$ cat src/rtl/brick_scan_pkg.sv
// Shared constants, FSM state encoding and the brick index -> pixel mapping
// used by the brick scanner and its neighbours.
package brick_scan_pkg;

  localparam int BRICKNUM  = 128;
  localparam int BRICKDRAW = 16;

  localparam logic [2:0] COL_ERASE = 3'b000;
  localparam logic [2:0] COL_HP1   = 3'b010;
  localparam logic [2:0] COL_HP2   = 3'b110;
  localparam logic [2:0] COL_HP3   = 3'b100;

  typedef enum logic [2:0] {
    S_IDLE = 3'd0,
    S_READ = 3'd1,
    S_WAIT = 3'd2,
    S_PREP = 3'd3,
    S_DRAW = 3'd4,
    S_NEXT = 3'd5,
    S_DONE = 3'd6
  } state_t;

  // Brick grid: 8 columns of 40x16 pixel bricks, first row at y=32.
  localparam logic [9:0] BRICK_W_PX = 10'd40;
  localparam logic [9:0] BRICK_H_PX = 10'd16;
  localparam logic [9:0] GRID_Y0    = 10'd32;

  // Returns {x, y} of the top-left pixel of brick idx.
  function automatic logic [19:0] address_xy(input logic [9:0] idx);
    logic [9:0] col;
    logic [9:0] row;
    col = {7'd0, idx[2:0]};
    row = {3'd0, idx[9:3]};
    return {col * BRICK_W_PX, GRID_Y0 + row * BRICK_H_PX};
  endfunction

endpackage

$ cat src/rtl/brick_scan_if.sv
// Port bundle between the brick scanner, the brick RAM read port and the
// VGA draw arbiter.
interface brick_scan_if;
  // Handshake: start is a level sampled only while the scanner is idle (no
  // ready, no queuing); scan_draw and done are one-cycle strobes with no
  // backpressure; rd_data must be valid one cycle after rd_address.
  logic       start;
  logic [9:0] rd_address;
  logic [1:0] rd_data;
  logic [9:0] x_out;
  logic [9:0] y_out;
  logic [2:0] colour;
  logic       scan_draw;
  logic       writeEn;
  logic       busy;
  logic       done;
  logic [9:0] remaining_health;
  logic       cleared;

  modport master (
    input  start, rd_data,
    output rd_address, x_out, y_out, colour, scan_draw, writeEn,
           busy, done, remaining_health, cleared
  );

  modport slave (
    output start, rd_data,
    input  rd_address, x_out, y_out, colour, scan_draw, writeEn,
           busy, done, remaining_health, cleared
  );
endinterface

$ cat src/rtl/brick_colour.sv
// Combinational brick health -> draw colour lookup.
module brick_colour
  import brick_scan_pkg::*;
(
  input  logic [1:0] health,
  output logic [2:0] colour
);

  always_comb begin
    colour = COL_ERASE;
    case (health)
      2'd1:    colour = COL_HP1;
      2'd2:    colour = COL_HP2;
      2'd3:    colour = COL_HP3;
      default: colour = COL_ERASE;
    endcase
  end

endmodule

$ cat src/rtl/brick_scan.sv
// Walks the brick RAM, issues one draw request per brick and totals live health.
// Build option SKIP_EMPTY_EN: bricks with health 0 are not drawn.
module brick_scan
  import brick_scan_pkg::*;
#(
  parameter int BRICK_NUM  = BRICKNUM,
  parameter int DRAW_DELAY = BRICKDRAW
) (
  input  logic   clk,
  input  logic   reset,
  brick_scan_if.master bus,
  output state_t state_dbg
);

  localparam int               CNT_W      = (DRAW_DELAY < 1) ? 1 : $clog2(DRAW_DELAY + 1);
  localparam logic [CNT_W-1:0] DRAW_LAST  = CNT_W'(DRAW_DELAY);
  localparam logic [9:0]       INDEX_LAST = 10'(BRICK_NUM - 1);

  state_t           state, next_state;
  logic [9:0]       index;
  logic [9:0]       acc;
  logic [9:0]       rem_r;
  logic             clr_r;
  logic [CNT_W-1:0] draw_cnt;
  logic [9:0]       x_r, y_r;
  logic [2:0]       col_r;
  logic [2:0]       col_live;
  logic [19:0]      xy_live;
  logic             skip_brick;
  logic             draw_now;

  brick_colour u_colour (
    .health (bus.rd_data),
    .colour (col_live)
  );

  assign xy_live = address_xy(index);

`ifdef SKIP_EMPTY_EN
  assign skip_brick = (bus.rd_data == 2'd0);
`else
  assign skip_brick = 1'b0;
`endif

  always_ff @(posedge clk or posedge reset) begin
    if (reset) state <= S_IDLE;
    else       state <= next_state;
  end

  always_comb begin
    next_state = state;
    case (state)
      S_IDLE: if (bus.start) next_state = S_READ;
      S_READ: next_state = S_WAIT;
      S_WAIT: next_state = S_PREP;
      S_PREP: next_state = skip_brick ? S_NEXT : S_DRAW;
      S_DRAW: if (draw_cnt == DRAW_LAST) next_state = S_NEXT;
      S_NEXT: next_state = (index == INDEX_LAST) ? S_DONE : S_READ;
      S_DONE: next_state = S_IDLE;
      default: next_state = S_IDLE;
    endcase
  end

  // While the draw strobe is high the live lookup is shown so the arbiter
  // can latch x/y/colour on the strobe itself; afterwards the registers hold it.
  always_comb begin
    draw_now             = (state == S_PREP) && !skip_brick;
    bus.scan_draw        = draw_now;
    bus.writeEn          = (state == S_DRAW);
    bus.busy             = (state != S_IDLE);
    bus.done             = (state == S_DONE);
    bus.rd_address       = index;
    bus.x_out            = draw_now ? xy_live[19:10] : x_r;
    bus.y_out            = draw_now ? xy_live[9:0]   : y_r;
    bus.colour           = draw_now ? col_live       : col_r;
    bus.remaining_health = rem_r;
    bus.cleared          = clr_r;
    state_dbg            = state;
  end

  always_ff @(posedge clk or posedge reset) begin
    if (reset) begin
      index    <= '0;
      acc      <= '0;
      rem_r    <= '0;
      clr_r    <= 1'b0;
      draw_cnt <= '0;
      x_r      <= '0;
      y_r      <= '0;
      col_r    <= '0;
    end else begin
      case (state)
        S_PREP: begin
          acc <= acc + 10'(bus.rd_data);
          if (draw_now) begin
            x_r   <= xy_live[19:10];
            y_r   <= xy_live[9:0];
            col_r <= col_live;
          end
        end
        S_DRAW: begin
          if (draw_cnt == DRAW_LAST) draw_cnt <= '0;
          else                       draw_cnt <= draw_cnt + 1'b1;
        end
        S_NEXT: begin
          if (index != INDEX_LAST) index <= index + 10'd1;
        end
        S_DONE: begin
          rem_r <= acc;
          clr_r <= (acc == 10'd0);
          acc   <= '0;
          index <= '0;
        end
        default: ;
      endcase
    end
  end

endmodule
$ cat src/flat_wrapper.sv
// flat-port wrapper written by rule: the top's interface ports become plain ports
module brick_scan_flat import brick_scan_pkg::*;
#(
  parameter int BRICK_NUM  = BRICKNUM,
  parameter int DRAW_DELAY = BRICKDRAW
)
  (clk, reset, state_dbg, bus_start, bus_rd_data, bus_rd_address, bus_x_out, bus_y_out, bus_colour, bus_scan_draw, bus_writeEn, bus_busy, bus_done, bus_remaining_health, bus_cleared);
  brick_scan_if bus_i ();
  input  logic clk;
  input  logic reset;
  output state_t state_dbg;
  input wire logic [$bits(bus_i.start)-1:0] bus_start;
  input wire logic [$bits(bus_i.rd_data)-1:0] bus_rd_data;
  output wire logic [$bits(bus_i.rd_address)-1:0] bus_rd_address;
  output wire logic [$bits(bus_i.x_out)-1:0] bus_x_out;
  output wire logic [$bits(bus_i.y_out)-1:0] bus_y_out;
  output wire logic [$bits(bus_i.colour)-1:0] bus_colour;
  output wire logic [$bits(bus_i.scan_draw)-1:0] bus_scan_draw;
  output wire logic [$bits(bus_i.writeEn)-1:0] bus_writeEn;
  output wire logic [$bits(bus_i.busy)-1:0] bus_busy;
  output wire logic [$bits(bus_i.done)-1:0] bus_done;
  output wire logic [$bits(bus_i.remaining_health)-1:0] bus_remaining_health;
  output wire logic [$bits(bus_i.cleared)-1:0] bus_cleared;
  assign bus_i.start = bus_start;
  assign bus_i.rd_data = bus_rd_data;
  assign bus_rd_address = bus_i.rd_address;
  assign bus_x_out = bus_i.x_out;
  assign bus_y_out = bus_i.y_out;
  assign bus_colour = bus_i.colour;
  assign bus_scan_draw = bus_i.scan_draw;
  assign bus_writeEn = bus_i.writeEn;
  assign bus_busy = bus_i.busy;
  assign bus_done = bus_i.done;
  assign bus_remaining_health = bus_i.remaining_health;
  assign bus_cleared = bus_i.cleared;
  brick_scan #(.BRICK_NUM(BRICK_NUM), .DRAW_DELAY(DRAW_DELAY)) u_core (.clk(clk), .reset(reset), .bus(bus_i), .state_dbg(state_dbg));
endmodule
$ cat config.mk
export PLATFORM = sky130hd
export DESIGN_NAME = brick_scan_flat
export DESIGN_NICKNAME = d
export VERILOG_FILES = /design/src/rtl/brick_scan_pkg.sv /design/src/rtl/brick_scan_if.sv /design/src/rtl/brick_colour.sv /design/src/rtl/brick_scan.sv /design/src/flat_wrapper.sv
export SDC_FILE = /design/constraint.sdc
export NUM_CORES = 1
export LEC_CHECK = 0
export CORE_MARGIN = 5
export CORE_UTILIZATION = 30
export CTS_CLUSTER_DIAMETER = 200
export CTS_CLUSTER_SIZE = 12
export DETAILED_ROUTE_END_ITERATION = 16
export PLACE_DENSITY = 0.55
export REMOVE_ABC_BUFFERS = 1
export SYNTH_ARGS = -nofsm -noshare
export SYNTH_HDL_FRONTEND = slang
export SYNTH_SLANG_ARGS = --single-unit
$ cat constraint.sdc
create_clock -name clk -period 2.7 [get_ports clk]
set_clock_uncertainty 0.1 [all_clocks]
set_input_delay 0.54 -clock clk [delete_from_list [all_inputs] [get_ports clk]]
set_output_delay 0.54 -clock clk [all_outputs]
set_load 0.03 [all_outputs]
==> out/summary.txt, run 1 <==
drt first pass iters: 5
worst skew pair latency: 0.34 ns
Flop pwr share: 54.6%
Reg2Reg Capture Point: u_core.bus.rd_address[9]
relative max-transition margin: 54.45%
Seq cells post-synth: 62
Hold Buf Count CTS: 0
# Post-CTS Setup Buffers: 0
CTS buffer count: 9
Worst Hold Class: flip-flop to flip-flop
first-pass GRT wire length: 11160 um
initial antenna violation count: 0
CTS HTree Levels: 3
CTS tree: built
Net Sw Frac: 24.76%
minimum clock period: 2.566 ns
Placement Cell Area: 3611 um2
Warnings, synthesis: 0
initial core utilization: 31.01%
residual DRC count: 0
Max-Cap Viols: 0
Row Count: 35
CP Cell Sequence: nand3b_1, buf_4, and2_1, clkdlybuf4s50_1
First DRT Iteration DRCs: 32
synthesized cell area: 2893 um2
RSZ-0062 raised after global routing: false
Synth area leader: dfrtp_1
Fin. Hold Viols: 0
Synth area leaders: dfrtp_1 54%, nand2_1 9.9%, ha_1 5.2%
maximum operating frequency: 389.7 MHz
gpl congestion: 0.7966
DRT antenna net count: 0
share of layout cells above drive strength 1: 13.80%
EDFF count, synth: 0
Yosys cell types: 49
commonest non-fill, non-tap cell in the layout: nand2_1
WP data required: 2.06 ns
CTS sink cnt: 62
vias in the first global route: 2265
P_sw: 0.0004406 W
wire length per cell: 13.66 um
Max Buffers Root-to-Sink: 2
clk slew on worst S/H paths: 0.06 ns
fin area: 3784 um2
max-slew violations: 0
ys flop type: dfrtp_1
Power Total: 0.001779 W
Crit. path cell count: 4
Root Driver: clkbuf_8
Worst-Margin Slew: 0.6823 ns
Setup TNS Final: 0 ns
number of buffers added on ports: 55
crit path DAT: 1.93 ns
CP startpoint kind: flip-flop
worst r2r src: u_core.bus.rd_address[0]
final core occ: 40.56%
Final setup viols: 0
Avg Cell Area, Syn: 10.08 um2
Comb pwr share: 5.2%
clock share of power: 40.2%
Ports: 56
Overflow after GRT: 0
fraction of synthesis flops using an asynchronous set or reset pin: 100.0%
DP HPWL: 4577 um
Reg area: 1551 um2
largest net degree at the start of global routing: 32
HP Start: u_core.bus.remaining_health[5]
kind of cell adding the most delay to the critical path: buffers and inverters
Pleak: 1.786 nW
slowest library cell on the worst path: clkdlybuf4s50_1
die area: 11710 um2
via count: 2229
Multi-input gate area: 1234 um2
hold depth: 2
worst stage delay on the critical path: 0.67 ns
peak supply drop: 196.8 uV
r2r worst-path depth: 5
die height: 108.2 um
Crit Path Class: flip-flop to output pin
Pint: 0.001339 W
core region area: 9328 um2
final period utilization: 95.04%
slack of the worst reg-to-reg path: 0.48 ns
Die Wd: 108.2 um
Cells after Synth: 287
register area share after synthesis: 53.63%
Total Wirelength: 6613 um
Fin Hold WS: 0.3739 ns
# diodes: 0
area growth from synthesis to layout: 30.80%
commonest cells after routing, fill and taps aside: 76 x nand2_1, 62 x dfrtp_1, 39 x clkdlybuf4s50_1
Yosys top cell area share: 53.63%
CP Buf/Inv Count: 2
routed vias/inst: 4.605
Max FO, Critical Path: 16
CP Capture Type: output pin
status: completed
Power Dens Cells: 470.3 nW/um2
Total Routing Usage GR: 12.21%
Nets: 368
fillers: 945
Worst Hold End: u_core.bus.remaining_health[5]
## cells by family after synthesis
kind of cell / synth area share, %
adder cells (fa/ha/maj): 5.882
XOR/XNOR: 2.422
multiplexers: 2.422
AO/OA/AOI/OAI: 8.391
buffers and inverters: 3.806
flip-flops: 53.63
AND/OR/NAND/NOR: 23.44
## power groups by stage
| stage | Combinational [W] | Sequential [W] | Clock, W |
|---|---|---|---|
| after CTS | 0.0000971 | 0.000971 | 0.000749 |
| after global routing | 0.000109 | 0.000974 | 0.000783 |
| after global placement | 0.0000943 | 0.000989 | 0 |
| final | 0.0000930 | 0.000971 | 0.000715 |
| after detailed placement | 0.0000955 | 0.000989 | 0 |
| after floorplan | 0.0000619 | 0.000981 | 0 |
## synth_stat cells (all sizes together) (7+ instances only)
cell / count
o21ai: 12
ha: 12
mux2i: 7
nor2: 12
buf: 7
and2: 11
inv: 8
clkbuf: 7
nand2: 76
o31ai: 7
dfrtp: 62
nand3: 7
## per-stage QoR
stage,setup slack (ns),cells
global placement,0.1408,468
CTS,0.07607,484
detailed placement,0.08532,468
floorplan,-0.3813,273
finish,0.1340,484
global route,0.005163,484
## area by class of cell
cell class                      instances  share of cell area, %
Clock buffer                           12                  3.836
Clock inverter                          4                 0.5952
Inverter                                9                 0.8929
Multi-Input combinational cell        202                  32.61
Sequential cell                        62                  41.01
Tap cell                              129                  4.266
Timing Repair Buffer                   66                  16.80
## flip-flops by register name (all words and copies together), names as in the netlist
signal,count
u_core.draw_cnt,5
u_core.bus.rd_address,10
u_core.x_r,10
u_core.bus.cleared,1
u_core.state_dbg,3
u_core.y_r,10
u_core.bus.remaining_health,10
u_core.col_r,3
u_core.acc,10
## worst register-to-register path: cells and delay by family, from the launching register on
family                   cells  cell delay, ns
AO/OA/AOI/OAI                2            0.47
adder cells (fa/ha/maj)      1            0.29
flip-flops                   1            0.47
AND/OR/NAND/NOR              2            0.82
## layer usage
layer | up-vias | share of wire, % | wire length [um] | track usage, %
met4 | 0 | 1.2 | 82 | 3.427
met5 | - | 0 | 0 | 0
met2 | 45 | 49 | 3273 | 21.05
met1 | 1075 | 43 | 2857 | 14.03
li1 | 1098 | - | - | -
met3 | 11 | 6.0 | 400 | 4.896
## worst max-delay path by stage
stage,slack [ns],endpoint,start
final,0.13,bus_y_out[2],u_core.state_dbg[0]
after global placement,0.14,u_core.acc[6],bus_rd_data[0]
after CTS,0.08,bus_y_out[2],u_core.state_dbg[0]
after global routing,0.005,bus_y_out[2],u_core.state_dbg[0]
after floorplan,-0.38,bus_colour[2],u_core.state_dbg[0]
after detailed placement,0.09,u_core.acc[6],bus_rd_data[0]
## timing repair
| item | 4_1_cts | 5_1_grt |
|---|---|---|
| hold endpoints to repair | 0 | 0 |
| setup endpoints to repair | 0 | 2 |
| resized for setup | 0 | 2 |
Power figures use the tool's default switching activity.
==> inputs of run 2 (changes only) <==
--- a/config.mk
+++ b/config.mk
@@ -5,6 +5,7 @@
 export SDC_FILE = /design/constraint.sdc
 export NUM_CORES = 1
 export LEC_CHECK = 0
+export CORE_ASPECT_RATIO = 1.4
 export CORE_MARGIN = 5
 export CORE_UTILIZATION = 30
 export CTS_CLUSTER_DIAMETER = 200
@@ -12,6 +13,7 @@
 export DETAILED_ROUTE_END_ITERATION = 16
 export PLACE_DENSITY = 0.55
 export REMOVE_ABC_BUFFERS = 1
+export SLEW_MARGIN = 5
 export SYNTH_ARGS = -nofsm -noshare
 export SYNTH_HDL_FRONTEND = slang
 export SYNTH_SLANG_ARGS = --single-unit
==> out/summary.txt, run 2 (synthesis gave the netlist of run 1 again) <==
Row Count: 42 (was 35)
# Post-CTS Setup Buffers: 1 (was 0)
Crit Path Class: input port to output pin (was flip-flop to output pin)
Nets: 369 (was 368)
Ports: 56 (unchanged)
Setup TNS Final: 0 ns (unchanged)
die height: 126.2 um (was 108.2 um)
maximum operating frequency: 396.2 MHz (was 389.7 MHz)
Power Dens Cells: 598.2 nW/um2 (was 470.3 nW/um2)
relative max-transition margin: 59.15% (was 54.45%)
# diodes: 0 (unchanged)
worst skew pair latency: 0.33 ns (was 0.34 ns)
Total Wirelength: 6661 um (was 6613 um)
Final setup viols: 0 (unchanged)
die area: 11730 um2 (was 11710 um2)
dpl cells: 449 (was 468)
initial antenna violation count: 0 (unchanged)
number of buffers added on ports: 55 (unchanged)
gpl congestion: 0.7233 (was 0.7966)
Root Driver: clkbuf_16 (was clkbuf_8)
minimum clock period: 2.524 ns (was 2.566 ns)
commonest cells after routing, fill and taps aside: 76 x nand2_1, 62 x dfrtp_1, 40 x clkdlybuf4s50_1 (was 76 x nand2_1, 62 x dfrtp_1, 39 x clkdlybuf4s50_1)
routed vias/inst: 4.803 (was 4.605)
Fin. Hold Viols: 0 (unchanged)
first-pass GRT wire length: 11400 um (was 11160 um)
Worst Hold Class: flip-flop to flip-flop (unchanged)
status: completed (unchanged)
final period utilization: 93.48% (was 95.04%)
DP HPWL: 4671 um (was 4577 um)
drt first pass iters: 4 (was 5)
First DRT Iteration DRCs: 41 (was 32)
CTS tree: built (unchanged)
residual DRC count: 0 (unchanged)
clk slew on worst S/H paths: 0.05 ns (was 0.06 ns)
CP Capture Type: output pin (unchanged)
vias in the first global route: 2268 (was 2265)
post-CTS resize count: 0 (unchanged)
CTS sink cnt: 62 (unchanged)
Worst-Margin Slew: 0.6045 ns (was 0.6823 ns)
via count: 2238 (was 2229)
Hold Buf Count CTS: 0 (unchanged)
largest net degree at the start of global routing: 42 (was 32)
CP startpoint kind: input port (was flip-flop)
fillers: 958 (was 945)
commonest non-fill, non-tap cell in the layout: nand2_1 (unchanged)
wire length per cell: 14.29 um (was 13.66 um)
Max Buffers Root-to-Sink: 2 (unchanged)
WP data required: 2.06 ns (about the same)
core region area: 9459 um2 (was 9328 um2)
Max FO, Critical Path: 4 (was 16)
Overflow after GRT: 0 (unchanged)
RSZ-0062 raised after global routing: false (unchanged)
crit path DAT: 1.88 ns (was 1.93 ns)
DRT antenna net count: 0 (unchanged)
Max-Cap Viols: 0 (unchanged)
initial core utilization: 30.58% (was 31.01%)
max-slew violations: 0 (unchanged)
CTS buffer count: 9 (unchanged)
Non-Filler Instances: 466 (was 484)
Total Routing Usage GR: 12.23% (was 12.21%)
CTS HTree Levels: 3 (unchanged)
share of layout cells above drive strength 1: 14.33% (was 13.80%)
Pleak: 1.849 nW (was 1.786 nW)
peak supply drop: 335.4 uV (was 196.8 uV)
Die Wd: 92.99 um (was 108.2 um)
area growth from synthesis to layout: 35.38% (was 30.80%)
==> run 2: cell types whose count changed in the layout (fill, tap and decap cells not counted), sizes merged <==
cell / delta
buf: +1
bufinv: +2
clkbuf: -1
clkdlybuf4s50: +1
clkinv: -1
dlymetal6s2s: -1
==> run 2: final cells by class <==
| type | instances | area, um2 | share of cell area [%] |
|---|---|---|---|
| Sequential cell | 62 | 1551 | 39.62 |
| Multi-Input combinational cell | 202 | 1231 | 31.44 |
| Timing Repair Buffer | 67 | 628.1 | 16.04 |
| Clock buffer | 11 | 252.7 | 6.454 |
| Tap cell | 110 | 137.6 | 3.514 |
| Clock inverter | 5 | 81.33 | 2.077 |
| Inverter | 9 | 33.78 | 0.8626 |
==> run 2: per-stage QoR <==
stage          instance area [um2]  total power, W  util [%]  hold slack (ns)  setup WS, ns
4_1_cts                       3916        0.002376     41.40           0.3755        0.1633
3_3_place_gp                  3575        0.001091     37.79           0.3538        0.1392
5_1_grt                       3916        0.002439     41.40           0.3942       0.03250
2_1_floorplan                 2816        0.001043         -           0.3672       -0.3813
3_5_place_dp                  3575        0.001094     37.79           0.3621        0.1179
6_report                      3916        0.002343     41.40           0.3673        0.1759
==> run 2: routing by layer <==
metal	share of wire (%)	track usage (%)
met1	42	14.77
met2	51	20.28
met3	4.6	3.461
met4	1.8	5.177
met5	0	0
==> run 2: final timing paths <==
| kind | from | slack [ns] | depth (start not counted) | to |
|---|---|---|---|---|
| setup / recovery | bus_rd_data[1] | 0.18 | 6 | bus_colour[2] |
| hold / removal | u_core.bus.remaining_health[9] | 0.37 | 2 | u_core.bus.remaining_health[9] |
| setup reg to reg | u_core.bus.rd_address[0] | 0.48 | 5 | u_core.bus.rd_address[9] |
| hold reg to reg | u_core.bus.remaining_health[9] | 0.37 | 2 | u_core.bus.remaining_health[9] |
| max in group asynchronous | reset | 1.54 | 3 | u_core.y_r[6] |
| min in group asynchronous | reset | 0.47 | 3 | u_core.y_r[2] |
==> run 2: power breakdown <==
part           leakage [nW]  total [W]  switching, W  internal, W
Clock                 0.162    0.00127      0.000412     0.000857
Sequential            0.800   0.000973     0.0000246     0.000948
Combinational         0.887   0.000100     0.0000564    0.0000438
Total                  1.85    0.00234      0.000493      0.00185
==> run 2: critical path: stages <==
cell             delay [ns]
clkdlybuf4s50_1        0.54
inv_1                  0.10
ha_1                   0.19
o31ai_1                0.24
buf_4                  0.17
buf_12                 0.11
